$ cat src/rtl/unit_switch_requester_if.sv
// Hand-off bus between the switch requester, both sequencers and the interrupt handler.
// The master modport is the requester; the slave modport is everything around it.
interface unit_switch_requester_if #(
   parameter int OPW = 6
);
   logic           cpu_instr_valid;
   logic [OPW-1:0] cpu_opcode;
   logic [31:0]    cpu_pc;
   logic           fpu_done;
   logic [31:0]    fpu_pc;
   logic           cpu_seq_en;
   logic           fpu_seq_en;
   logic           cpu_int;
   logic           fpu_int;
   logic           stall;
   logic [31:0]    epc;
   logic           owner;
   logic           err;

   modport master (
      input  cpu_instr_valid, cpu_opcode, cpu_pc, fpu_done, fpu_pc,
             cpu_seq_en, fpu_seq_en,
      output cpu_int, fpu_int, stall, epc, owner, err
   );

   modport slave (
      output cpu_instr_valid, cpu_opcode, cpu_pc, fpu_done, fpu_pc,
             cpu_seq_en, fpu_seq_en,
      input  cpu_int, fpu_int, stall, epc, owner, err
   );
endinterface

$ cat src/rtl/unit_switch_requester.sv
// Requesting side of the CPU/FPU hand-off: pulses cpu_int/fpu_int, captures the
// exception PC, stalls until the handler's enable levels confirm, retries, then errors.
module unit_switch_requester #(
   parameter int             OPW       = 6,
   parameter logic [OPW-1:0] FP_OPCODE = OPW'(6'b010001),
   parameter int             PULSE_LEN = 2,   // min 1
   parameter int             TIMEOUT   = 16,  // min 2
   parameter int             MAX_RETRY = 3
) (
   input  logic                     clk,
   input  logic                     reset,
   unit_switch_requester_if.master  bus
);

   localparam int PW = (PULSE_LEN > 1) ? $clog2(PULSE_LEN) : 1;
   localparam int TW = $clog2(TIMEOUT);
   localparam int RW = (MAX_RETRY > 0) ? $clog2(MAX_RETRY + 1) : 1;

   localparam logic [PW-1:0] PULSE_LAST = PW'(PULSE_LEN - 1);
   localparam logic [TW-1:0] TMO_LAST   = TW'(TIMEOUT - 1);
   localparam logic [RW-1:0] RETRY_MAX  = RW'(MAX_RETRY);

   typedef enum logic [2:0] {
      CPU_RUN,
      FPU_RUN,
      REQ,
      WAIT,
      ERR
   } state_t;

   state_t          state_q, state_d;
   logic            dir_q, dir_d;        // 0 = switching to FPU, 1 = switching to CPU
   logic [31:0]     epc_q, epc_d;
   logic            owner_q, owner_d;
   logic [PW-1:0]   pulse_cnt_q, pulse_cnt_d;
   logic [TW-1:0]   tmo_cnt_q, tmo_cnt_d;
   logic [RW-1:0]   retry_cnt_q, retry_cnt_d;

   logic            cpu_int_q, cpu_int_d;
   logic            fpu_int_q, fpu_int_d;
   logic            stall_q, stall_d;
   logic            err_q, err_d;

   logic            cpu_trigger;
   logic            ack;

   assign cpu_trigger = bus.cpu_instr_valid && (bus.cpu_opcode == FP_OPCODE);
   assign ack = dir_q ? (bus.cpu_seq_en && !bus.fpu_seq_en)
                      : (bus.fpu_seq_en && !bus.cpu_seq_en);

   // State register; the interrupt lines are registered from the next-state view so
   // they come straight off flops and line up with the state they belong to.
   // NOTE: sequential state uses non-blocking assignments so every flop samples
   // the pre-edge values, independent of statement order.
   always_ff @(posedge clk or posedge reset) begin
      if (reset) begin
         state_q     <= CPU_RUN;
         dir_q       <= 1'b0;
         epc_q       <= '0;
         owner_q     <= 1'b0;
         pulse_cnt_q <= '0;
         tmo_cnt_q   <= '0;
         retry_cnt_q <= '0;
         cpu_int_q   <= 1'b0;
         fpu_int_q   <= 1'b0;
         stall_q     <= 1'b0;
         err_q       <= 1'b0;
      end else begin
         state_q     <= state_d;
         dir_q       <= dir_d;
         epc_q       <= epc_d;
         owner_q     <= owner_d;
         pulse_cnt_q <= pulse_cnt_d;
         tmo_cnt_q   <= tmo_cnt_d;
         retry_cnt_q <= retry_cnt_d;
         cpu_int_q   <= cpu_int_d;
         fpu_int_q   <= fpu_int_d;
         stall_q     <= stall_d;
         err_q       <= err_d;
      end
   end

   // NOTE: every variable gets a hold default before the case so no path can
   // leave one unassigned and infer a latch.
   always_comb begin
      state_d     = state_q;
      dir_d       = dir_q;
      epc_d       = epc_q;
      owner_d     = owner_q;
      pulse_cnt_d = pulse_cnt_q;
      tmo_cnt_d   = tmo_cnt_q;
      retry_cnt_d = retry_cnt_q;

      unique case (state_q)
         CPU_RUN: begin
            if (cpu_trigger) begin
               state_d     = REQ;
               dir_d       = 1'b0;
               epc_d       = bus.cpu_pc;
               retry_cnt_d = '0;
               pulse_cnt_d = '0;
            end
         end
         FPU_RUN: begin
            if (bus.fpu_done) begin
               state_d     = REQ;
               dir_d       = 1'b1;
               epc_d       = bus.fpu_pc;
               retry_cnt_d = '0;
               pulse_cnt_d = '0;
            end
         end
         REQ: begin
            if (pulse_cnt_q == PULSE_LAST) begin
               state_d   = WAIT;
               tmo_cnt_d = '0;
            end else begin
               pulse_cnt_d = pulse_cnt_q + PW'(1);
            end
         end
         WAIT: begin
            // Acknowledge wins over a timeout landing on the same cycle.
            if (ack) begin
               state_d = dir_q ? CPU_RUN : FPU_RUN;
               owner_d = !dir_q;
            end else if (tmo_cnt_q == TMO_LAST) begin
               if (retry_cnt_q < RETRY_MAX) begin
                  state_d     = REQ;
                  retry_cnt_d = retry_cnt_q + RW'(1);
                  pulse_cnt_d = '0;
               end else begin
                  state_d = ERR;
               end
            end else begin
               tmo_cnt_d = tmo_cnt_q + TW'(1);
            end
         end
         ERR: begin
            state_d = ERR;
         end
         default: begin
            state_d = CPU_RUN;
         end
      endcase
   end

   always_comb begin
      cpu_int_d = (state_d == REQ) && !dir_d;
      fpu_int_d = (state_d == REQ) &&  dir_d;
      stall_d   = (state_d == REQ) || (state_d == WAIT) || (state_d == ERR);
      err_d     = (state_d == ERR);
   end

   assign bus.cpu_int = cpu_int_q;
   assign bus.fpu_int = fpu_int_q;
   assign bus.stall   = stall_q;
   assign bus.epc     = epc_q;
   assign bus.owner   = owner_q;
   assign bus.err     = err_q;

endmodule

$ cat src/flat_wrapper.sv
// flat-port wrapper written by rule: the top's interface ports become plain ports
module unit_switch_requester_flat 
#(
   parameter int             OPW       = 6,
   parameter logic [OPW-1:0] FP_OPCODE = OPW'(6'b010001),
   parameter int             PULSE_LEN = 2,           
   parameter int             TIMEOUT   = 16,          
   parameter int             MAX_RETRY = 3
)
  (clk, reset, bus_cpu_instr_valid, bus_cpu_opcode, bus_cpu_pc, bus_fpu_done, bus_fpu_pc, bus_cpu_seq_en, bus_fpu_seq_en, bus_cpu_int, bus_fpu_int, bus_stall, bus_epc, bus_owner, bus_err);
  unit_switch_requester_if #(.OPW(OPW)) bus_i ();
  input  logic clk;
  input  logic reset;
  input wire logic [$bits(bus_i.cpu_instr_valid)-1:0] bus_cpu_instr_valid;
  input wire logic [$bits(bus_i.cpu_opcode)-1:0] bus_cpu_opcode;
  input wire logic [$bits(bus_i.cpu_pc)-1:0] bus_cpu_pc;
  input wire logic [$bits(bus_i.fpu_done)-1:0] bus_fpu_done;
  input wire logic [$bits(bus_i.fpu_pc)-1:0] bus_fpu_pc;
  input wire logic [$bits(bus_i.cpu_seq_en)-1:0] bus_cpu_seq_en;
  input wire logic [$bits(bus_i.fpu_seq_en)-1:0] bus_fpu_seq_en;
  output wire logic [$bits(bus_i.cpu_int)-1:0] bus_cpu_int;
  output wire logic [$bits(bus_i.fpu_int)-1:0] bus_fpu_int;
  output wire logic [$bits(bus_i.stall)-1:0] bus_stall;
  output wire logic [$bits(bus_i.epc)-1:0] bus_epc;
  output wire logic [$bits(bus_i.owner)-1:0] bus_owner;
  output wire logic [$bits(bus_i.err)-1:0] bus_err;
  assign bus_i.cpu_instr_valid = bus_cpu_instr_valid;
  assign bus_i.cpu_opcode = bus_cpu_opcode;
  assign bus_i.cpu_pc = bus_cpu_pc;
  assign bus_i.fpu_done = bus_fpu_done;
  assign bus_i.fpu_pc = bus_fpu_pc;
  assign bus_i.cpu_seq_en = bus_cpu_seq_en;
  assign bus_i.fpu_seq_en = bus_fpu_seq_en;
  assign bus_cpu_int = bus_i.cpu_int;
  assign bus_fpu_int = bus_i.fpu_int;
  assign bus_stall = bus_i.stall;
  assign bus_epc = bus_i.epc;
  assign bus_owner = bus_i.owner;
  assign bus_err = bus_i.err;
  unit_switch_requester #(.OPW(OPW), .FP_OPCODE(FP_OPCODE), .PULSE_LEN(PULSE_LEN), .TIMEOUT(TIMEOUT), .MAX_RETRY(MAX_RETRY)) u_core (.clk(clk), .reset(reset), .bus(bus_i));
endmodule
$ cat config.mk
export PLATFORM = sky130hd
export DESIGN_NAME = unit_switch_requester_flat
export DESIGN_NICKNAME = d
export VERILOG_FILES = /design/src/rtl/unit_switch_requester_if.sv /design/src/rtl/unit_switch_requester.sv /design/src/flat_wrapper.sv
export SDC_FILE = /design/constraint.sdc
export NUM_CORES = 1
export LEC_CHECK = 0
export ABC_AREA = 0
export BUFFER_PORTS_ARGS = -buffer_cell sky130_fd_sc_hd__buf_2
export CAP_MARGIN = 25
export CORE_MARGIN = 2
export CORE_UTILIZATION = 47
export DETAILED_ROUTE_END_ITERATION = 6
export GPL_TIMING_DRIVEN = 0
export PLACE_DENSITY = 0.8
export SLEW_MARGIN = 20
export SYNTH_ARGS = -nofsm -noshare
export SYNTH_HDL_FRONTEND = slang
export SYNTH_SLANG_ARGS = --single-unit
$ cat constraint.sdc
create_clock -name clk -period 1.71 [get_ports clk]
set_input_delay 0.0855 -clock clk [delete_from_list [all_inputs] [get_ports clk]]
set_output_delay 0.0855 -clock clk [all_outputs]
set_load 0.005 [all_outputs]
# After elaboration in Yosys (flattened, before gate mapping)
# Index checks and enable logic that the tools add are counted.
dict set report classes {
  addsub 3
  magnitude_cmp 1
  eq_ne 16
  mux 32
  reduce_logical 21
}
# cell count
set op_table {}
lappend op_table {{$mux 32} 2}
lappend op_table {{$pmux 32 s2} 1}
lappend op_table {{$mux 3} 6}
lappend op_table {{$pmux 3 s5} 1}
lappend op_table {{$eq 3x2->1 const B} 4}
lappend op_table {{$mux 4} 3}
lappend op_table {{$reduce_and 6->1} 2}
lappend op_table {{$mux 1} 10}
lappend op_table {{$mux 2} 5}
lappend op_table {{$ne 2x1->1 const B} 4}
lappend op_table {{$pmux 4 s2} 1}
lappend op_table {{$eq 3x3->1 const B} 2}
lappend op_table {{$eq 6x5->1 const B} 1}
lappend op_table {{$ne 2x2->1 const B} 3}
lappend op_table {{$pmux 2 s3} 1}
lappend op_table {{$logic_and 1x1->1} 5}
lappend op_table {{$add 4x1->4 const B} 1}
lappend op_table {{$eq 4x4->1 const B} 1}
lappend op_table {{$logic_not 1->1} 4}
lappend op_table {{$pmux 1 s4} 1}
lappend op_table {{$reduce_and 4->1} 1}
lappend op_table {{$reduce_bool 2->1} 2}
lappend op_table {{$reduce_bool 4->1} 1}
lappend op_table {{$eq 3x1->1 const B} 1}
lappend op_table {{9 further kinds} 10}
dict set report word_totals {
  regBits 48
  input_bits 76
  output_inout_bits 37
  wordCells 84
}

# Logic depth before layout (Yosys ltp)
# Gate-level depths: netlist of run 1.
dict set report depth {
  depth_word 8
  depth_mapped 7
}

# Least setup slack after synthesis of run 1
# No wires, ideal clock.
dict set report synth_timing {
  path_kind {register to register}
  from {register u_core.state_q[1]}
  to {register u_core.retry_cnt_q[0]}
  setup_ns 0.125
  arrival_time_ns 1.380
  required_ns 1.585
  path_slack_ns 0.205
  stages_incl_launch_ff 4
  path_buffers 0
  path_cell_list {dfrtp_1 or3b_2 nand4_1 mux2_2}
}
dict set report synth_via {
  elab_chain_len 3
}
# item line_no
set synth_lines {}
lappend synth_lines {{start: declaration} unit_switch_requester.sv:31} ;# state_t state_q, state_d;
lappend synth_lines {{start signal: assignment} unit_switch_requester.sv:69} ;# state_q <= state_d;
lappend synth_lines {{$eq 3x2->1 (tied with other cells)} unit_switch_requester.sv:94} ;# unique case (state_q)
lappend synth_lines {{$ne 2x2->1 (no source line) (tied with other cells)} -}
lappend synth_lines {{$reduce_and 6->1 (no source line)} -}
lappend synth_lines {{end signal: assignment} unit_switch_requester.sv:75} ;# retry_cnt_q <= retry_cnt_d;
lappend synth_lines {{end: declaration} unit_switch_requester.sv:37} ;# logic [RW-1:0] retry_cnt_q, retry_cnt_d;
# Several ways; a longest one is shown, not always the timed one.
# A chain may end at the register's enable or synchronous reset.

# Worst setup path in the final report of run 1
dict set report layout_timing {
  from {register u_core.retry_cnt_q[1]}
  to {register u_core.retry_cnt_q[0]}
}
dict set report layout_via {
  elab_chain_len 3
}
# item line_no
set layout_lines {}
lappend layout_lines {{$lt 2x2->1} unit_switch_requester.sv:127} ;# if (retry_cnt_q < RETRY_MAX) begin
lappend layout_lines {{$ne 2x1->1 (no source line)} -}
lappend layout_lines {{$reduce_and 6->1 (no source line)} -}
# Every way passes these cells.

==> metrics.md, run 1 <==
| Metric | Value |
|---|---|
| CTS tree | `built` |
| Status | `finished, final reports clean` |
| Total gr overflow | `0` |
| P_leak | `approximately 1.7 nW` |
| Top area cells in the synthesized netlist | `dfrtp_1 49%, mux2i_1 15%, o21ai_0 7.0%, nand2_1 5.4%, buf_4 1.5%` |
| Clk Latency, worst-skew pair | `0.30 ns` |
| Syn Inst Count | `between 200 and 250` |
| Hpwl dp | `approximately 4.4 mm` |
| Final Slew Violations | `0` |
| Layout net count | `roughly 440` |
| Max cap viols | `0` |
| Setup TNS | `0 ns` |
| Post-Syn Area | `~0.0024 mm2` |
| Netlist cell types | `46` |
| Storage element area | `approximately 0.0012 mm2` |
| Req. time, crit path | `approximately 1.9 ns` |
| Gp weighted congestion | `roughly 0.83` |
| Total track usage | `19.87%` |
| Cell row count | `26` |
| CTS clk-pin slew, worst paths | `around 0.090 ns` |
| Initial Util | `between 40 and 50%` |
| Final Instance Area | `between 0.003 and 0.004 mm2` |
| FMAX | `0.6013 GHz` |
| Worst vdd ir | `around 0.62 mV` |
| Area of the multi-input gates | `0.001200 mm2` |
| Ports | `~110` |
| Yosys warns | `0` |
| Slew @ Worst Pin | `between 0.7 and 0.8 ns` |
| Final hold viol count | `0` |
| RSZ-0062 raised after global routing | `true` |
| Routed Antenna Nets | `0` |
| CP max FO | `3` |
| Setup Skew | `roughly 0.010 ns` |
| Clk root buf | `clkbuf_8` |
| Register area share after synthesis | `just under 50%` |
| Number of global-route vias before repair | `between 2k and 2.5k` |
| Number of vias per cell | `roughly 5.2` |
| Filler Cells Inserted | `406` |
| DRC Markers | `0` |
| Slowest Stage Delay on Critical Path | `about 0.42 ns` |
| Pre-antenna DRT Iters | `4` |
| Avg Inst Size Synth | `about 10 um2` |
| CP Class | `reg -> reg` |
| Post-Route WL | `~6.0 mm` |
| Vias | `around 2.2k` |
| Clock sinks | `between 40 and 50` |
| Die height | `approximately 76 um` |
| CTS buffer count | `5` |
| First-pass GRT wire length | `9.480 mm` |
| Fraction of the cycle the final worst path needs | `between 90 and 100%` |
| Crit path from | `u_core.retry_cnt_q[1]` |
| Setup crit start kind | `flop` |
| Crit. End Element | `flop` |
| Port bufs | `approximately 110` |
| Synthesized flop and latch total | `48` |
| CP max-delay cell | `dfrtp_1` |
| Placed cell area | `0.003107 mm2` |
| Share of the synthesized area in the top cell type | `approximately half` |
| Initial DRC Count | `127` |
| # H-tree levels | `2` |
| Synth Net Count | `about 310` |
| Die ar. | `0.005781 mm2` |
| CP cell instances | `ha_4 > nand4b_1 > a31oi_1 > nand4_1 > mux2_4` |
| Routed WL per cell | `roughly 14 um` |
| Final setup fails | `0` |
| Yosys top cell by area | `dfrtp_1` |
| PwrDens | `between 1000 and 1500 mW/mm2` |
| Worst Hold Class | `in -> reg` |
| # diodes | `0` |
| Largest net degree at the start of global routing | `31` |
| Die Wd | `about 76 um` |
| Core Region | `0.005042 mm2` |
| Critical Path AT | `about 1.9 ns` |
| Share of layout cells above drive strength 1 | `a little over two fifths` |
| Hold_sp | `bus_cpu_pc[19]` |
| Slew HR | `a little over half` |
| Initial antenna violation count | `0` |
| Clk buf depth | `2` |
| R2r startpoint | `u_core.retry_cnt_q[1]` |
| Tmin final | `1.663 ns` |
| Post-synthesis to final-layout area growth | `36.79%` |
## metal layers
layer,routed length [um],vias to the layer above,GRT usage (%),share of wire [%]
met5,0,-,0,0
met1,2551,1030,24.39,43
met2,2919,101,35.36,49
met4,136,0,8.000,2.3
li1,-,1101,-,-
met3,363,14,2.844,6.1
## cell families after synthesis
| logic type | count (synthesis) | synth area share [%] |
|---|---|---|
| simple gates | 65 | 14.67 |
| compound gates | 60 | 15.14 |
| flops | 48 | 49.26 |
| mux | 37 | 15.24 |
| buf+inv | 22 | 4.669 |
| fa+ha+maj | 2 | 1.026 |
## placed cells by master, fill, tap and decap left out, types with 3 or more instances in the layout
cell | synthesis | layout
buf_2 | 5 | 113
dfrtp_1 | 48 | 46
mux2i_1 | 36 | 35
nand2_1 | 35 | 35
o21ai_0 | 34 | 34
buf_4 | 5 | 9
inv_1 | 8 | 7
a21oi_1 | 7 | 7
clkbuf_8 | 0 | 6
nor2_1 | 5 | 4
clkbuf_4 | 1 | 4
nor3b_2 | 2 | 3
nand3_1 | 3 | 3
o21ai_1 | 3 | 3
## final timing paths
kind	endpoint	slack, ns	cells past startpoint
setup reg to reg	u_core.retry_cnt_q[0]	0.05	5
hold reg to reg	u_core.bus.epc[21]	0.48	2
min in group asynchronous	u_core.bus.epc[2]	0.31	3
setup / recovery	u_core.retry_cnt_q[0]	0.05	5
max in group asynchronous	u_core.state_q[0]	0.88	4
hold / removal	u_core.bus.epc[19]	0.06	3
## registers in the layout, summed over array words and instances (netlist names)
name,flops
u_core.bus.epc,32
u_core.bus.cpu_int,1
u_core.bus.err,1
u_core.state_q,3
u_core.bus.owner,1
u_core.bus.stall,1
u_core.dir_q,1
u_core.pulse_cnt_q,1
u_core.tmo_cnt_q,4
u_core.retry_cnt_q,2
u_core.bus.fpu_int,1
## final cells by class
| type | count | share of cell area, % |
|---|---|---|
| repair buffers | 118 | 18.60 |
| plain buffers | 14 | 2.926 |
| flip-flops and latches | 48 | 36.08 |
| inverters | 8 | 0.9002 |
| clock buffers | 6 | 2.476 |
| well taps | 70 | 2.626 |
| multi-input cells | 165 | 35.97 |
| clock inverters | 2 | 0.4126 |
## critical path: cells and delay by family (launching register included)
kind / cells / cell delay (ns)
adders and majority gates: 1 / 0.19
and+or+nand+nor: 2 / 0.36
AOI/OAI and AO/OA: 1 / 0.23
DFF: 1 / 0.42
muxes: 1 / 0.34
## power by group
| group | total (mW) | leakage (nW) | internal, mW | switching, mW |
|---|---|---|---|---|
| sequential | 1.85 | 0.606 | 1.58 | 0.278 |
| combinational | 2.04 | 1.00 | 1.00 | 1.04 |
| clock | 0.718 | 0.0516 | 0.331 | 0.387 |
| total | 4.61 | 1.66 | 2.91 | 1.71 |
## what timing repair did
item                                    4_1_cts  5_1_grt
resized for setup                             1       19
endpoints found under the setup margin        2       36
pin swaps                                     2        4
gates cloned                                  0        1
hold endpoints to repair                     18        0
hold buffers                                  1        0
buffers inserted                              0        4
## through the flow
stage / hold slack [ns] / cells / setup WS (ns) / power (mW) / utilization, %
final: 0.05729 / 431 / 0.04682 / 4.614 / 66.15
after global routing: 0.06933 / 431 / -0.01671 / 4.966 / 66.15
after CTS: 0.05618 / 426 / 0.01210 / 4.483 / 63.85
after detailed placement: 0.1045 / 417 / 0.01134 / 3.752 / 61.61
after global placement: 0.3579 / 416 / -0.1000 / 3.661 / 61.22
after floorplan: 0.2481 / 234 / 0.2051 / 3.005 / -
## cell usage after synthesis (all sizes together)
cell type and count:
dfrtp 48, o21ai 37, mux2i 36, nand2 35, buf 10, inv 8, a21oi 7, nor2 5
clkbuf 4, nor3b 4, nand3 3, nor3 3, a31oi 2, a32o 2, and3 2, and3b 2
ha 2, nand3b 2, nand4 2, o311ai 2, or3b 2, a211oi 1, a21o 1, a221o 1
a22o 1, a22oi 1, a2bb2oi 1, a32oi 1, and4bb 1, mux2 1, nand2b 1, nand4b 1
nand4bb 1, nor4 1, o211ai 1, o22ai 1, o31ai 1
Note: power is estimated with default switching activity, not from simulation.
==> run 2: changes to the inputs <==
==> constraint.sdc (replaced) <==
create_clock -name clk -period 1.71 [get_ports clk]
set_input_delay 0.342 -clock clk [delete_from_list [all_inputs] [get_ports clk]]
set_output_delay 0.342 -clock clk [all_outputs]
set_load 0.005 [all_outputs]
==> run 2 against run 1 <==
Register-to-register slack about the same. Routed wire length increased by 0.47%. Largest cell class is now multi-input combinational cells. Sequential share of layout area up 0.054 points. First-iteration DRC count grew 15%. Largest power group unchanged. Combinational power barely moved. Clock-buffer cell count is the same.
==> metrics.md, run 2 (synthesis results as in run 1) <==
| Metric | Value |
|---|---|
| Status | `finished, final reports clean` |
| Req. time, crit path | `1.90 ns` |
| Filler Cells Inserted | `a little over 400` |
| Port bufs | `between 100 and 150` |
| CTS tree | `built` |
| Final setup fails | `0` |
| Cell row count | `26` |
| Hpwl dp | `about 4.4 mm` |
| Worst vdd ir | `approximately 0.62 mV` |
| Final Total Pwr | `4.616 mW` |
| Final Slew Violations | `0` |
| Post-synthesis to final-layout area growth | `36.58%` |
| Clock sinks | `48` |
| Final hold viol count | `0` |
| Core Util, Final | `between 60% and 70%` |
| FMAX | `0.6003 GHz` |
| CP cell instances | `ha_4 > nand4b_1 > a31oi_1 > nand4_1 > mux2_4` |
| CP max-delay cell | `dfrtp_1` |
| Layout Cells excl Fill | `430` |
| Initial antenna violation count | `0` |
| Routed WL per cell | `13.95 um` |
| Initial Util | `approximately half` |
| Total track usage | `about a fifth` |
| CP Class | `reg -> reg` |
| Max cap viols | `0` |
| CP max FO | `3` |
| RSZ-0062 raised after global routing | `true` |
| Placed cell count | `~420` |
| Slew HR | `between 70% and 80%` |
| Slowest Stage Delay on Critical Path | `0.42 ns` |
| Number of global-route vias before repair | `about 2.2k` |
| Clk root buf | `clkbuf_8` |
| Most common cell after layout, fill and taps aside | `buf_2` |
| Tmin final | `1.666 ns` |
| Slew @ Worst Pin | `between 0.4 and 0.5 ns` |
| Ports | `~110` |
| First-pass GRT wire length | `9.473 mm` |
| Die Wd | `~76 um` |
| Fraction of the cycle the final worst path needs | `a little over nine tenths` |
| Clk buf depth | `2` |
| Layout net count | `around 440` |
| Clk Latency, worst-skew pair | `0.30 ns` |
| DRC Markers | `0` |
| CTS buffer count | `5` |
| Setup crit start kind | `flop` |
| PwrDens | `~1400 mW/mm2` |
| Gp weighted congestion | `between 0.8 and 0.9` |
| Post-Route WL | `between 5 and 6 mm` |
| Vias | `between 2k and 2.5k` |
| Die height | `76.03 um` |
| CTS clk-pin slew, worst paths | `approximately 0.10 ns` |
| Post-route setup slack | `~0.044 ns` |
| Most frequent cells in the layout | `113 x buf_2, 46 x dfrtp_1, 35 x mux2i_1, 35 x nand2_1, 34 x o21ai_0` |
| # H-tree levels | `2` |
| Crit. End Element | `flop` |
| Pre-antenna DRT Iters | `4` |
| # diodes | `0` |
| Die ar. | `approximately 0.0058 mm2` |
| Setup TNS | `0 ns` |
| Dpl ws | `-0.05051 ns` |
| Worst Hold Class | `in -> async` |
| Setup Skew | `slightly below 0.01 ns` |
| P_leak | `around 1.7 nW` |
| Initial DRC Count | `between 100 and 150` |
| Core Region | `approximately 0.0050 mm2` |
| Largest register FFs | `32` |
| Largest net degree at the start of global routing | `31` |
| Critical Path AT | `roughly 1.9 ns` |
| Share of layout cells above drive strength 1 | `44.17%` |
| Routed Antenna Nets | `0` |
| Number of vias per cell | `5.242` |
| Total gr overflow | `0` |
## run 2: cell types whose count changed in the layout (fill, tap and decap cells not counted), sizes merged
cell	delta
dlygate4sd3	-1
## run 2: routing by layer
metal	vias to the layer above	global-route usage, %	share of wire, %
li1	1099	-	-
met1	1039	24.47	42
met2	102	35.18	49
met3	14	2.844	6.1
met4	0	8.000	2.3
met5	-	0	0
## run 2: worst max-delay path, delay by kind of cell (launching register included)
kind            cells  cell delay (ns)
flops               1             0.42
simple gates        2             0.36
fa+ha+maj           1             0.19
compound gates      1             0.23
mux                 1             0.34
## run 2: final cells by class
class,instances,area (um2),share of cell area [%]
tap,70,87.58,2.630
clock inverter,2,13.76,0.4132
buffer,14,97.59,2.930
timing repair buffer,117,610.6,18.33
multi-input combinational,165,1205,36.18
inverter,8,30.03,0.9016
clock buffer,6,82.58,2.479
sequential,48,1204,36.14
## run 2: report_power, final
part | total, mW | internal [mW] | switching, mW
clock | 0.720 | 0.331 | 0.389
sequential | 1.85 | 1.57 | 0.278
combinational | 2.04 | 1.00 | 1.04
total | 4.62 | 2.91 | 1.71
## run 2: path summary, 6_finish.rpt
check                                      start               endpoint  slack (ns)  cells past startpoint
hold reg to reg               u_core.bus.epc[21]     u_core.bus.epc[21]        0.48                      2
setup / recovery           u_core.retry_cnt_q[1]  u_core.retry_cnt_q[0]        0.04                      5
max in group asynchronous                  reset      u_core.state_q[1]        1.18                      3
hold / removal                             reset      u_core.bus.epc[7]        0.02                      2
min in group clk                  bus_cpu_pc[19]     u_core.bus.epc[19]        0.31                      3
setup reg to reg           u_core.retry_cnt_q[1]  u_core.retry_cnt_q[0]        0.04                      5
## run 2: metrics by stage
stage,hold WS (ns),area [um2]
floorplan,0.4733,2439
global placement,0.4582,3087
detailed placement,0.3610,3107
CTS,0.02719,3209
global route,0.05186,3331
finish,0.01782,3331
## run 2: repair_timing
action	CTS	global route
setup endpoints to repair	2	36
resized for setup	1	20
setup buffers	0	4
gates cloned	0	1
pin swaps	2	4
hold buffers	0	0
==> run 3: changes to the inputs <==
Settings changed: CORE_UTILIZATION 47 to 48, CTS_BUF_LIST set to sky130_fd_sc_hd__clkbuf_2 sky130_fd_sc_hd__clkbuf_4 sky130_fd_sc_hd__clkbuf_8, PLACE_DENSITY 0.8 to 0.82.
==> run 3 against run 2 <==
Sequential cell count is the same. Sequential power is essentially flat. Worst hold slack gained 0.025 ns. Largest cell class is now registers.
==> metrics.md, run 3 (synthesis results as in run 1) <==
| Metric | Value |
|---|---|
| Status | `finished, final reports clean` |
| Die ar. | `0.005666 mm2` |
| P_leak | `1.628 nW` |
| Cell row count | `25` |
| Slew @ Worst Pin | `about 0.55 ns` |
| CP max FO | `10` |
| Largest net degree at the start of global routing | `29` |
| Die height | `75.28 um` |
| Largest register FFs | `32` |
| Fraction of the cycle the final worst path needs | `around 96%` |
| CTS clk-pin slew, worst paths | `0.09 ns` |
| Setup Skew | `~0.006 ns` |
| Ports | `113` |
| Register share of total power | `around 40%` |
| Die Wd | `75.28 um` |
| Pre-antenna DRT Iters | `4` |
| Clk Latency, worst-skew pair | `between 0.2 and 0.3 ns` |
| RSZ-0062 raised after global routing | `true` |
| Clk buf depth | `2` |
| # diodes | `0` |
| Layout Cells excl Fill | `approximately 420` |
| Clk root buf | `clkbuf_8` |
| Port bufs | `112` |
| Final Instance Area | `0.003269 mm2` |
| Post-route setup slack | `0.07440 ns` |
| Core Region | `about 0.0048 mm2` |
| Post-Route WL | `between 5 and 6 mm` |
| Number of vias per cell | `roughly 5.1` |
| Setup TNS | `0 ns` |
| CP cell instances | `buf_4 > nor2_1 > o21ai_0 > nand4_1 > mux2_2` |
| Vias | `2163` |
| Placed cell count | `414` |
| CTS tree | `built` |
| Final Total Pwr | `4.522 mW` |
| NetSw | `1.663 mW` |
| Area of the multi-input gates | `0.001171 mm2` |
| DRC Markers | `0` |
| Most common cell after layout, fill and taps aside | `buf_2` |
| Total gr overflow | `0` |
| CP Class | `reg -> reg` |
| Share of layout cells above drive strength 1 | `a little over two fifths` |
| Tmin final | `around 1.6 ns` |
| Slew HR | `a little over three fifths` |
| Clock power share | `between 15 and 20%` |
| Number of global-route vias before repair | `roughly 2.1k` |
| Worst hold slack | `~0.043 ns` |
| Crit. End Element | `flop` |
| Worst vdd ir | `approximately 0.65 mV` |
| PwrDens | `1383 mW/mm2` |
| Initial antenna violation count | `0` |
| Sw frac | `between 30% and 40%` |
| Most frequent cells in the layout | `112 x buf_2, 46 x dfrtp_1, 36 x mux2i_1, 35 x nand2_1, 34 x o21ai_0` |
| Dpl ws | `0.0006976 ns` |
| FMAX | `around 0.61 GHz` |
| Initial Util | `50.62%` |
| # H-tree levels | `2` |
| Final Slew Violations | `0` |
| Total track usage | `approximately 20%` |
| Routed WL per cell | `13.83 um` |
| Comb power frac | `43.8%` |
| Initial DRC Count | `118` |
| Max cap viols | `0` |
| Post-synthesis to final-layout area growth | `34.07%` |
| Placed cell area | `0.003103 mm2` |
| Filler Cells Inserted | `around 410` |
| Setup crit start kind | `flop` |
| Clock sinks | `48` |
| Storage element area | `approximately 0.0012 mm2` |
| Req. time, crit path | `1.89 ns` |
| Critical Path AT | `1.82 ns` |
| Hpwl dp | `between 4 and 5 mm` |
| First-pass GRT wire length | `8.921 mm` |
| Final hold viol count | `0` |
| Core Util, Final | `slightly below 70%` |
| CTS buffer count | `5` |
| Final setup fails | `0` |
| Worst Hold Class | `in -> async` |
| Routed Antenna Nets | `0` |
| Gp weighted congestion | `a little over 0.8` |
| CP max-delay cell | `dfrtp_2` |
| Layout net count | `434` |
| Slowest Stage Delay on Critical Path | `roughly 0.48 ns` |
| Internal | `roughly 2.9 mW` |
[run 3: power by group through the flow]
stage | logic [mW] | clock network [mW] | registers [mW]
5_1_grt | 2.20 | 0.737 | 1.92
4_1_cts | 1.91 | 0.702 | 1.83
6_report | 1.98 | 0.689 | 1.85
3_5_place_dp | 1.91 | 0 | 1.85
3_3_place_gp | 1.84 | 0 | 1.83
2_1_floorplan | 1.14 | 0 | 1.87
[run 3: per-layer routing]
layer | up-vias | share of wire [%] | GRT usage [%]
met1 | 1007 | 42 | 25.41
met3 | 7 | 5.1 | 4.016
met5 | - | 0 | 0
met4 | 0 | 1.2 | 8.187
met2 | 66 | 51 | 34.99
li1 | 1083 | - | -
[run 3: critical path: cells and delay by family, from the launching register on]
family | cells | cell delay, ns
compound gates | 1 | 0.17
buf+inv | 1 | 0.19
flops | 1 | 0.48
mux | 1 | 0.35
simple gates | 2 | 0.35
[run 3: worst paths after layout]
check | start | end | slack, ns | cells after the start
min in group clk | bus_cpu_pc[19] | u_core.bus.epc[19] | 0.32 | 3
hold / removal | reset | u_core.bus.epc[0] | 0.04 | 2
setup / recovery | u_core.state_q[1] | u_core.retry_cnt_q[0] | 0.07 | 5
max in group asynchronous | reset | u_core.state_q[1] | 1.15 | 3
hold reg to reg | u_core.bus.epc[26] | u_core.bus.epc[26] | 0.48 | 2
setup reg to reg | u_core.state_q[1] | u_core.retry_cnt_q[0] | 0.07 | 5
[run 3: what timing repair did]
item / 4_1_cts / 5_1_grt
gates resized for setup: 0 / 21
setup endpoints to repair: 0 / 38
buffers inserted: 0 / 1
hold buffers: 0 / 0
endpoints found under the hold margin: 0 / 0
[run 3: area by class of cell]
cell class / count / share of cell area, %
repair buffers: 114 / 17.99
well taps: 67 / 2.564
flip-flops and latches: 48 / 36.82
clock buffers: 6 / 2.526
plain buffers: 14 / 3.100
multi-input cells: 165 / 35.82
inverters: 8 / 0.9185
clock inverters: 1 / 0.2679
